`src/rtl/bus_timer_pkg.sv`:
```
// bus_timer_pkg
// Shared definitions for the memory-mapped bus timer: default window base,
// word offsets of the registers inside the 32-byte window, and the bit
// positions inside the TCON control/status register.
// No ports (package only).
package bus_timer_pkg;

  localparam logic [31:0] DEFAULT_BASE = 32'h4000_0000;

  // Word index inside the window, i.e. Address[4:2].
  localparam logic [2:0] OFF_TH   = 3'd0;  // byte offset 0x00
  localparam logic [2:0] OFF_TL   = 3'd1;  // byte offset 0x04
  localparam logic [2:0] OFF_TCON = 3'd2;  // byte offset 0x08
  localparam logic [2:0] OFF_PSC  = 3'd6;  // byte offset 0x18

  localparam int TCON_EN = 0;
  localparam int TCON_IE = 1;
  localparam int TCON_ST = 2;

  localparam int PSC_W = 16;

endpackage

```
`src/rtl/timer_prescaler.sv`:
```
// timer_prescaler
// Divides the clock into count ticks. The internal counter runs while the
// timer is enabled and emits a tick when it equals the programmed PSC
// value, then wraps to 0; a PSC of 0 therefore ticks every enabled cycle.
// Ports:
//   clk    in   rising-edge clock
//   reset  in   asynchronous active-high reset
//   en     in   timer enable; counter is held at 0 while low
//   psc    in   prescale compare value
//   clear  in   zeroes the counter (asserted on a PSC write)
//   tick   out  combinational count-enable for the timer counter
module timer_prescaler
  import bus_timer_pkg::*;
(
  input  logic             clk,
  input  logic             reset,
  input  logic             en,
  input  logic [PSC_W-1:0] psc,
  input  logic             clear,
  output logic             tick
);

  logic [PSC_W-1:0] count;

  assign tick = en && (count == psc);

  // Prescale counter: held at zero when disabled or cleared, otherwise
  // counts up and wraps to zero on the cycle that produces a tick.
  always_ff @(posedge clk or posedge reset) begin
    if (reset) begin
      count <= '0;
    end else if (clear || !en) begin
      count <= '0;
    end else if (count == psc) begin
      count <= '0;
    end else begin
      count <= count + 1'b1;
    end
  end

endmodule

```
`src/rtl/bus_timer.sv`:
```
// bus_timer
// Memory-mapped timer responder on the CPU data bus. Decodes word loads and
// stores inside a 32-byte window at BASE, holds the reload (TH), counter (TL)
// and control/status (TCON) registers, counts, and raises a registered level
// interrupt when the counter wraps with interrupts enabled.
// Optional feature macro: BUS_TIMER_PRESCALE_EN adds a 16-bit PSC register at
// offset 0x18 and the timer_prescaler sub-module.
// Ports:
//   clk         in   rising-edge clock
//   reset       in   asynchronous active-high reset
//   MemRead     in   load strobe
//   MemWrite    in   store strobe
//   Address     in   byte address, bits [1:0] ignored
//   Write_data  in   store data
//   Read_data   out  registered load data, valid the cycle after the load
//   irq         out  registered level interrupt request (IE & ST)
module bus_timer
  import bus_timer_pkg::*;
#(
  parameter logic [31:0] BASE = DEFAULT_BASE
)
(
  input  logic        clk,
  input  logic        reset,
  input  logic        MemRead,
  input  logic        MemWrite,
  input  logic [31:0] Address,
  input  logic [31:0] Write_data,
  output logic [31:0] Read_data,
  output logic        irq
);

  logic [31:0] th;
  logic [31:0] tl;
  logic        en;
  logic        ie;
  logic        st;
  logic        tick;
  logic        in_window;
  logic [2:0]  offset;
  logic        wr_th;
  logic        wr_tl;
  logic        wr_tcon;
  logic        overflow;
  logic [31:0] read_value;
  logic        unused_addr;

  assign unused_addr = ^Address[1:0];

  assign in_window = (Address[31:5] == BASE[31:5]);
  assign offset    = Address[4:2];
  assign wr_th     = MemWrite && in_window && (offset == OFF_TH);
  assign wr_tl     = MemWrite && in_window && (offset == OFF_TL);
  assign wr_tcon   = MemWrite && in_window && (offset == OFF_TCON);

  // A store to TL in a tick cycle takes precedence, so that cycle neither
  // increments nor wraps.
  assign overflow  = tick && !wr_tl && (tl == 32'hFFFF_FFFF);

`ifdef BUS_TIMER_PRESCALE_EN
  logic [PSC_W-1:0] psc;
  logic             wr_psc;

  assign wr_psc = MemWrite && in_window && (offset == OFF_PSC);

  // Prescale compare register; writing it also restarts the prescaler.
  always_ff @(posedge clk or posedge reset) begin
    if (reset) begin
      psc <= '0;
    end else if (wr_psc) begin
      psc <= Write_data[PSC_W-1:0];
    end
  end

  timer_prescaler u_prescaler (
    .clk   (clk),
    .reset (reset),
    .en    (en),
    .psc   (psc),
    .clear (wr_psc),
    .tick  (tick)
  );
`else
  assign tick = en;
`endif

  // Reload register. On a wrap the counter loads the value TH holds before
  // this edge, so a simultaneous TH store only affects the next wrap.
  always_ff @(posedge clk or posedge reset) begin
    if (reset) begin
      th <= '0;
    end else if (wr_th) begin
      th <= Write_data;
    end
  end

  // Counter: bus store beats counting; on a tick it increments, or reloads
  // from TH when it is already all ones.
  always_ff @(posedge clk or posedge reset) begin
    if (reset) begin
      tl <= '0;
    end else if (wr_tl) begin
      tl <= Write_data;
    end else if (overflow) begin
      tl <= th;
    end else if (tick) begin
      tl <= tl + 32'd1;
    end
  end

  // Control and status. ST is write-1-to-clear, and a wrap in the same cycle
  // as the clear keeps ST set so no interrupt is lost.
  always_ff @(posedge clk or posedge reset) begin
    if (reset) begin
      en <= 1'b0;
      ie <= 1'b0;
      st <= 1'b0;
    end else begin
      if (wr_tcon) begin
        en <= Write_data[TCON_EN];
        ie <= Write_data[TCON_IE];
      end
      if (overflow) begin
        st <= 1'b1;
      end else if (wr_tcon && Write_data[TCON_ST]) begin
        st <= 1'b0;
      end
    end
  end

  // Read mux over the current (pre-store) register values; unmapped
  // offsets inside the window read as zero.
  always_comb begin
    read_value = '0;
    case (offset)
      OFF_TH:   read_value = th;
      OFF_TL:   read_value = tl;
      OFF_TCON: read_value = {29'd0, st, ie, en};
`ifdef BUS_TIMER_PRESCALE_EN
      OFF_PSC:  read_value = {{(32-PSC_W){1'b0}}, psc};
`endif
      default:  read_value = '0;
    endcase
  end

  // Registered load data; loads outside the window leave it unchanged.
  always_ff @(posedge clk or posedge reset) begin
    if (reset) begin
      Read_data <= '0;
    end else if (MemRead && in_window) begin
      Read_data <= read_value;
    end
  end

  // Interrupt request lags ST by one cycle.
  always_ff @(posedge clk or posedge reset) begin
    if (reset) begin
      irq <= 1'b0;
    end else begin
      irq <= ie && st;
    end
  end

endmodule
```
`config.mk`:
```
export PLATFORM = sky130hd
export DESIGN_NAME = bus_timer
export DESIGN_NICKNAME = d
export VERILOG_FILES = /design/src/rtl/bus_timer_pkg.sv /design/src/rtl/timer_prescaler.sv /design/src/rtl/bus_timer.sv
export SDC_FILE = /design/constraint.sdc
export NUM_CORES = 1
export LEC_CHECK = 0
export CORE_UTILIZATION = 30
export CTS_CLUSTER_DIAMETER = 50
export DETAILED_ROUTE_END_ITERATION = 10
export HOLD_SLACK_MARGIN = 0.05
export PLACE_DENSITY_LB_ADDON = 0.1
export SYNTH_ARGS = -nofsm -noshare
export SYNTH_HDL_FRONTEND = slang
export SYNTH_HIERARCHICAL = 1
export SYNTH_SLANG_ARGS = --single-unit
```
`constraint.sdc`:
```
create_clock -name clk -period 3.68 [get_ports clk]
set_clock_uncertainty 0.15 [all_clocks]
set_input_delay 0.368 -clock clk [delete_from_list [all_inputs] [get_ports clk]]
set_output_delay 0.368 -clock clk [all_outputs]
set_load 0.02 [all_outputs]
```
== Word-level counts from Yosys, hierarchy flattened ==
Cells that the tools add are included.

* Flip-flop bits (word level): 100
* Word-level logic and storage cells: 31
* Output and inout port bits: 33
* Input port bits: 68

* Equal/unequal tests: 4
* Reduce and logical (&&, ||, !) cells: 13
* Add/sub/neg operators: 1
* Mux-type cells: 6

{| class="wikitable"
|+ Operators with widths
! cell !! count
|-
| $mux 32 || 3
|-
| $pmux 32 s3 || 1
|-
| $add 32x1->32 const B || 1
|-
| $eq 32x32->1 const B || 1
|-
| $eq 27x26->1 const B || 1
|-
| $logic_and 1x1->1 || 9
|-
| $eq 3x1->1 const B || 1
|-
| $eq 3x2->1 const B || 1
|-
| $logic_not 3->1 || 1
|-
| $reduce_bool 3->1 || 1
|-
| $mux 1 || 2
|-
| $reduce_bool 2->1 || 1
|-
| $logic_not 1->1 || 1
|}

== Longest topological paths before layout ==
* Depth after elaboration: 8
* Mapped depth: 10
* Mapped depth without buffers: 7

== Least setup slack after synthesis ==
Ideal clock, no wire load.

* Kind: register to register
* Start point: register tl[7]
* End point: register tl[20]
* Stages on the path, launching flop included: 11
* Buffers on the path: 4
* Required time: 3.400 ns
* Arrival time: 1.832 ns
* Period minus slack after synthesis: 2.113 ns
* Library setup time: 0.130 ns
* Setup slack: 1.567 ns
* Cell sequence: dfrtp_1 -> buf_6 -> and4_1 -> and4_4 -> buf_6 -> and4_1 -> buf_6 -> and2_4 -> buf_6 -> a222oi_1 -> a21oi_1

* Word-level cells in the longest chain between the ends: 4
* Elaborated cells between the ends (all ways): 7
* Classes of those cells: add/sub: 1; eq/ne: 1; mux: 3; reduce/logical: 2

{| class="wikitable"
|+ Ends and longest elaborated chain
! item !! RTL line !! source
|-
| from (decl) || bus_timer.sv:34 || <nowiki>logic [31:0] tl;</nowiki>
|-
| from (signal assigned) || bus_timer.sv:103 || <nowiki>tl <= Write_data;</nowiki>
|-
| from (signal assigned) || bus_timer.sv:105 || <nowiki>tl <= th;</nowiki>
|-
| from (signal assigned) || bus_timer.sv:107 || <nowiki>tl <= tl + 32'd1;</nowiki>
|-
| $add 32x1->32 / $eq 32x32->1 (equally long branches) || bus_timer.sv:107, bus_timer.sv:58 ||
|-
| $mux 32 / $logic_and 1x1->1 (equally long branches) || bus_timer.sv:106, bus_timer.sv:58 ||
|-
| $mux 32 || bus_timer.sv:104 || <nowiki>end else if (overflow) begin</nowiki>
|-
| $mux 32 || bus_timer.sv:102 || <nowiki>end else if (wr_tl) begin</nowiki>
|}

Parallel ways exist; a longest one is shown, timed or not. The select of a mux whose other input is x is not followed.
A chain may end at the register's enable or synchronous reset.

== Worst setup path in the final report ==
* Start point: input Address[15]
* End point: register tl[14]

* Word-level cells in the longest chain between the ends: 8
* Elaborated cells between the ends (all ways): 9
* Classes of those cells: eq/ne: 1; mux: 2; reduce/logical: 6

{| class="wikitable"
|+ Ends and longest elaborated chain
! item !! RTL line !! source
|-
| from (decl) || bus_timer.sv:27 || <nowiki>input logic [31:0] Address,</nowiki>
|-
| $eq 27x26->1 (*) || bus_timer.sv:50 || <nowiki>assign in_window = (Address[31:5] == BASE[31:5]);</nowiki>
|-
| $logic_and 1x1->1 (*) (2 in a row) || bus_timer.sv:53 || <nowiki>assign wr_tl = MemWrite && in_window && (offset == OFF_TL);</nowiki>
|-
| $logic_not 1->1 || bus_timer.sv:58 || <nowiki>assign overflow = tick && !wr_tl && (tl == 32'hFFFF_FFFF);</nowiki>
|-
| $logic_and 1x1->1 (2 in a row) || bus_timer.sv:58 ||
|-
| $mux 32 || bus_timer.sv:104 ||
|-
| $mux 32 || bus_timer.sv:102 ||
|}

Mark *: on every way between the ends. The rest lies on a longest branch, timed or not.

==> results.cfg <==
[logic_synthesis]
netlist.area_leader.share = 0.4772
synth_cell_types = 56
synth_area_mm2 = 0.005244
ys.flop_type = dfrtp_1
yosys-mux-area-fraction = 0.08423
async_flop_share = 1.000
synth_most_common_cell = dfrtp_1
synth_xor_area_frac = 0.03006
synth_top_area_cell = dfrtp_1
synth-seq-cells = 100
synthSimpleGateAreaFrac = 0.1985
synth_top_family_by_area = simple AND/OR/NAND/NOR gates
synth_common_cells = 100 x dfrtp_1, 92 x nor2_1, 39 x a21oi_1, 33 x mux2_2, 30 x nand2_1
synth_cells = 539
avgSynthCellArea_um2 = 9.729
ys_top_cells_by_area = dfrtp_1 48%, mux2_2 7.1%, nor2_1 6.6%
synth_edf_count = 0
synthAdderAreaFrac = 0.002386
synth_compound_gate_area_share = 0.1606
syn_nets = 608
synth.yosys.seq_area_share = 0.4772
yosysWarnings = 6

[clock_network]
post_cts_buffers = 0
root_buffer = clkbuf_16
hold_buffers = 0
clk_pin_slew_ns = 0.07
numCtsBuffers = 9
cts_max_level = 3
clock_latency_ns = 0.35
clock_sinks = 100
cts_tree = yes
clk_path_buf_depth = 2
post_cts_resized = 0

[final_layout]
fin_nets = 695
syn2layout_area_growth_pct = 28.97
antenna_cells = 0
drive_above_1_share = 0.1224

[floorplan]
die_x_um = 134.2
die_h_um = 134.2
dieArea_mm2 = 0.01801
coreArea_mm2 = 0.01682
start_util = 0.3118
rows = 47
ios = 101

[timing]
rsz0062_at_grt = false
report.final.hold_viol_count = 0
fmax_mhz = 358.0
slew_viol_final = 0
finalCritPeriodShare = 0.7590
max_slew.worst_pin.slew_ns = 0.8900
post-route-worst-setup-slack_ns = 0.8870
slew_headroom = 0.4067
fin_crit_ns = 2.793
setup_viol = 0
fin_tns_setup_ns = 0

[pwr]
vdd_drop_max_mv = 0.2144
power.leakage_nw = 2.838
p_per_area_mw_per_mm2 = 329.9

[route]
detail_route.iter0.violations = 272
drtPass1Iterations = 5
totalWireLength_um = 15500
vias_per_cell = 5.455
route.detailed.drc = 0
post_drt_wl_per_cell_um = 18.26
vias = 4631
final_antenna_net_count = 0

[place]
place_congestion = 0.8118
hpwl_um = 10580
dp_slack_ns = 0.4897
io_buffers = 98

[grt]
antenna_found_initial = 0
grt-ovfl-total = 0
grt_pass1_wl_um = 24930
grt.total_usage = 0.1814
grt_pass1_vias = 4612
grt_max_degree = 54

[flow_run]
max_cap_violations = 0

[setup_path]
criticalPathCategory = in -> reg
startpoint_type = primary input
crit_required_ns = 3.77
critPathCaptureType = register
timing.critical_path.from = Address[15]
critPathArrivalTime_ns = 2.88
crit_fanout = 20
r2r-start = tl[0]$_DFFE_PP0P_

[hold_path]
hp-class = in -> async

[outcome]
status = completed
[layout make-up]
| cell class | instances | area (um2) |
|---|---|---|
| clock buffer | 13 | 280.3 |
| fill | 1689 | 10060 |
| tap | 220 | 275.3 |
| inverter | 10 | 40.04 |
| timing repair buffer | 115 | 1121 |
| clock inverter | 1 | 30.03 |
| multi-input combinational | 390 | 2514 |
| sequential | 100 | 2502 |
[critical path: stages]
cell and delay [ns]:
clkdlybuf4s50_1 0.39, nor4_1 0.29, nand4_1 0.24, or4_1 0.95, and3_1 0.37, a211o_1 0.25
[per-stage QoR]
| step | instances | area, um2 | power, mW | utilization | hold slack (ns) |
|---|---|---|---|---|---|
| 3_5_place_dp | 835 | 6452 | 1.259 | 0.3836 | 0.3466 |
| 3_3_place_gp | 835 | 6452 | 1.257 | 0.3836 | 0.3326 |
| 4_1_cts | 849 | 6763 | 2.270 | 0.4021 | 0.3392 |
| 6_report | 849 | 6763 | 2.231 | 0.4021 | 0.3132 |
| 2_1_floorplan | 539 | 5244 | 1.160 | - | 0.3154 |
| 5_1_grt | 849 | 6763 | 2.312 | 0.4021 | 0.3879 |
[worst paths after layout]
| kind | cells past startpoint | slack, ns | endpoint |
|---|---|---|---|
| max | 6 | 0.89 | tl[14]$_DFFE_PP0P_ |
| min | 2 | 0.31 | th[16]$_DFFE_PP0P_ |
| min reg2reg | 2 | 0.36 | Read_data[16]$_DFFE_PP0P_ |
| max reg2reg | 7 | 1.02 | tl[22]$_DFFE_PP0P_ |
| min in group clk | 2 | 0.36 | Read_data[16]$_DFFE_PP0P_ |
| max in group asynchronous | 3 | 2.36 | tl[12]$_DFFE_PP0P_ |
[placed cells by master, fill, tap and decap left out, types with 2 or more instances in the layout]
cell type	Yosys	layout
and3_1	10	10
mux2i_1	7	7
o211ai_1	5	5
xor2_1	6	6
and2_1	6	6
o31ai_1	7	7
dfrtp_1	100	100
o21ai_0	13	13
nor3_2	1	2
a2bb2oi_1	2	2
mux2_2	33	33
and4_1	5	5
a211oi_1	2	2
nand3_1	17	17
clkbuf_8	0	4
a222oi_1	4	4
a221oi_1	29	29
nand4_1	13	13
buf_4	1	16
inv_1	10	9
a21oi_1	39	39
xnor2_1	12	12
nand2_1	30	30
clkbuf_16	0	9
o21ai_1	2	2
nor3_1	8	7
a31oi_1	8	8
nor4_4	1	2
nor2_1	92	92
a32o_1	2	2
nor4_1	12	12
clkdlybuf4s50_1	0	98
[power breakdown]
part	internal, mW	leakage, nW	switching [mW]
clock	0.594	0.154	0.401
combinational	0.0720	1.39	0.0596
sequential	1.10	1.29	0.00334
[registers in the layout, summed over array words and instances, names as in the netlist]
name,cells
Read_data,32
en,1
ie,1
irq,1
st,1
th,32
tl,32
[logic make-up after synthesis]
group                      after synthesis
muxes                                   40
xor gates and xnor gates                18
and+or+nand+nor                        208
adders and majority gates                1
AOI/OAI and AO/OA                      123
DFF                                    100
buffers and inverters                   49
[metal layers]
metal	vias up	track usage	part of all wire
met1	2288	0.2327	0.44
met4	0	0.05368	0.013
met2	167	0.3034	0.48
li1	2160	-	-
met3	16	0.04157	0.065
met5	-	0	0
Note: power is estimated with default switching activity, not from simulation.
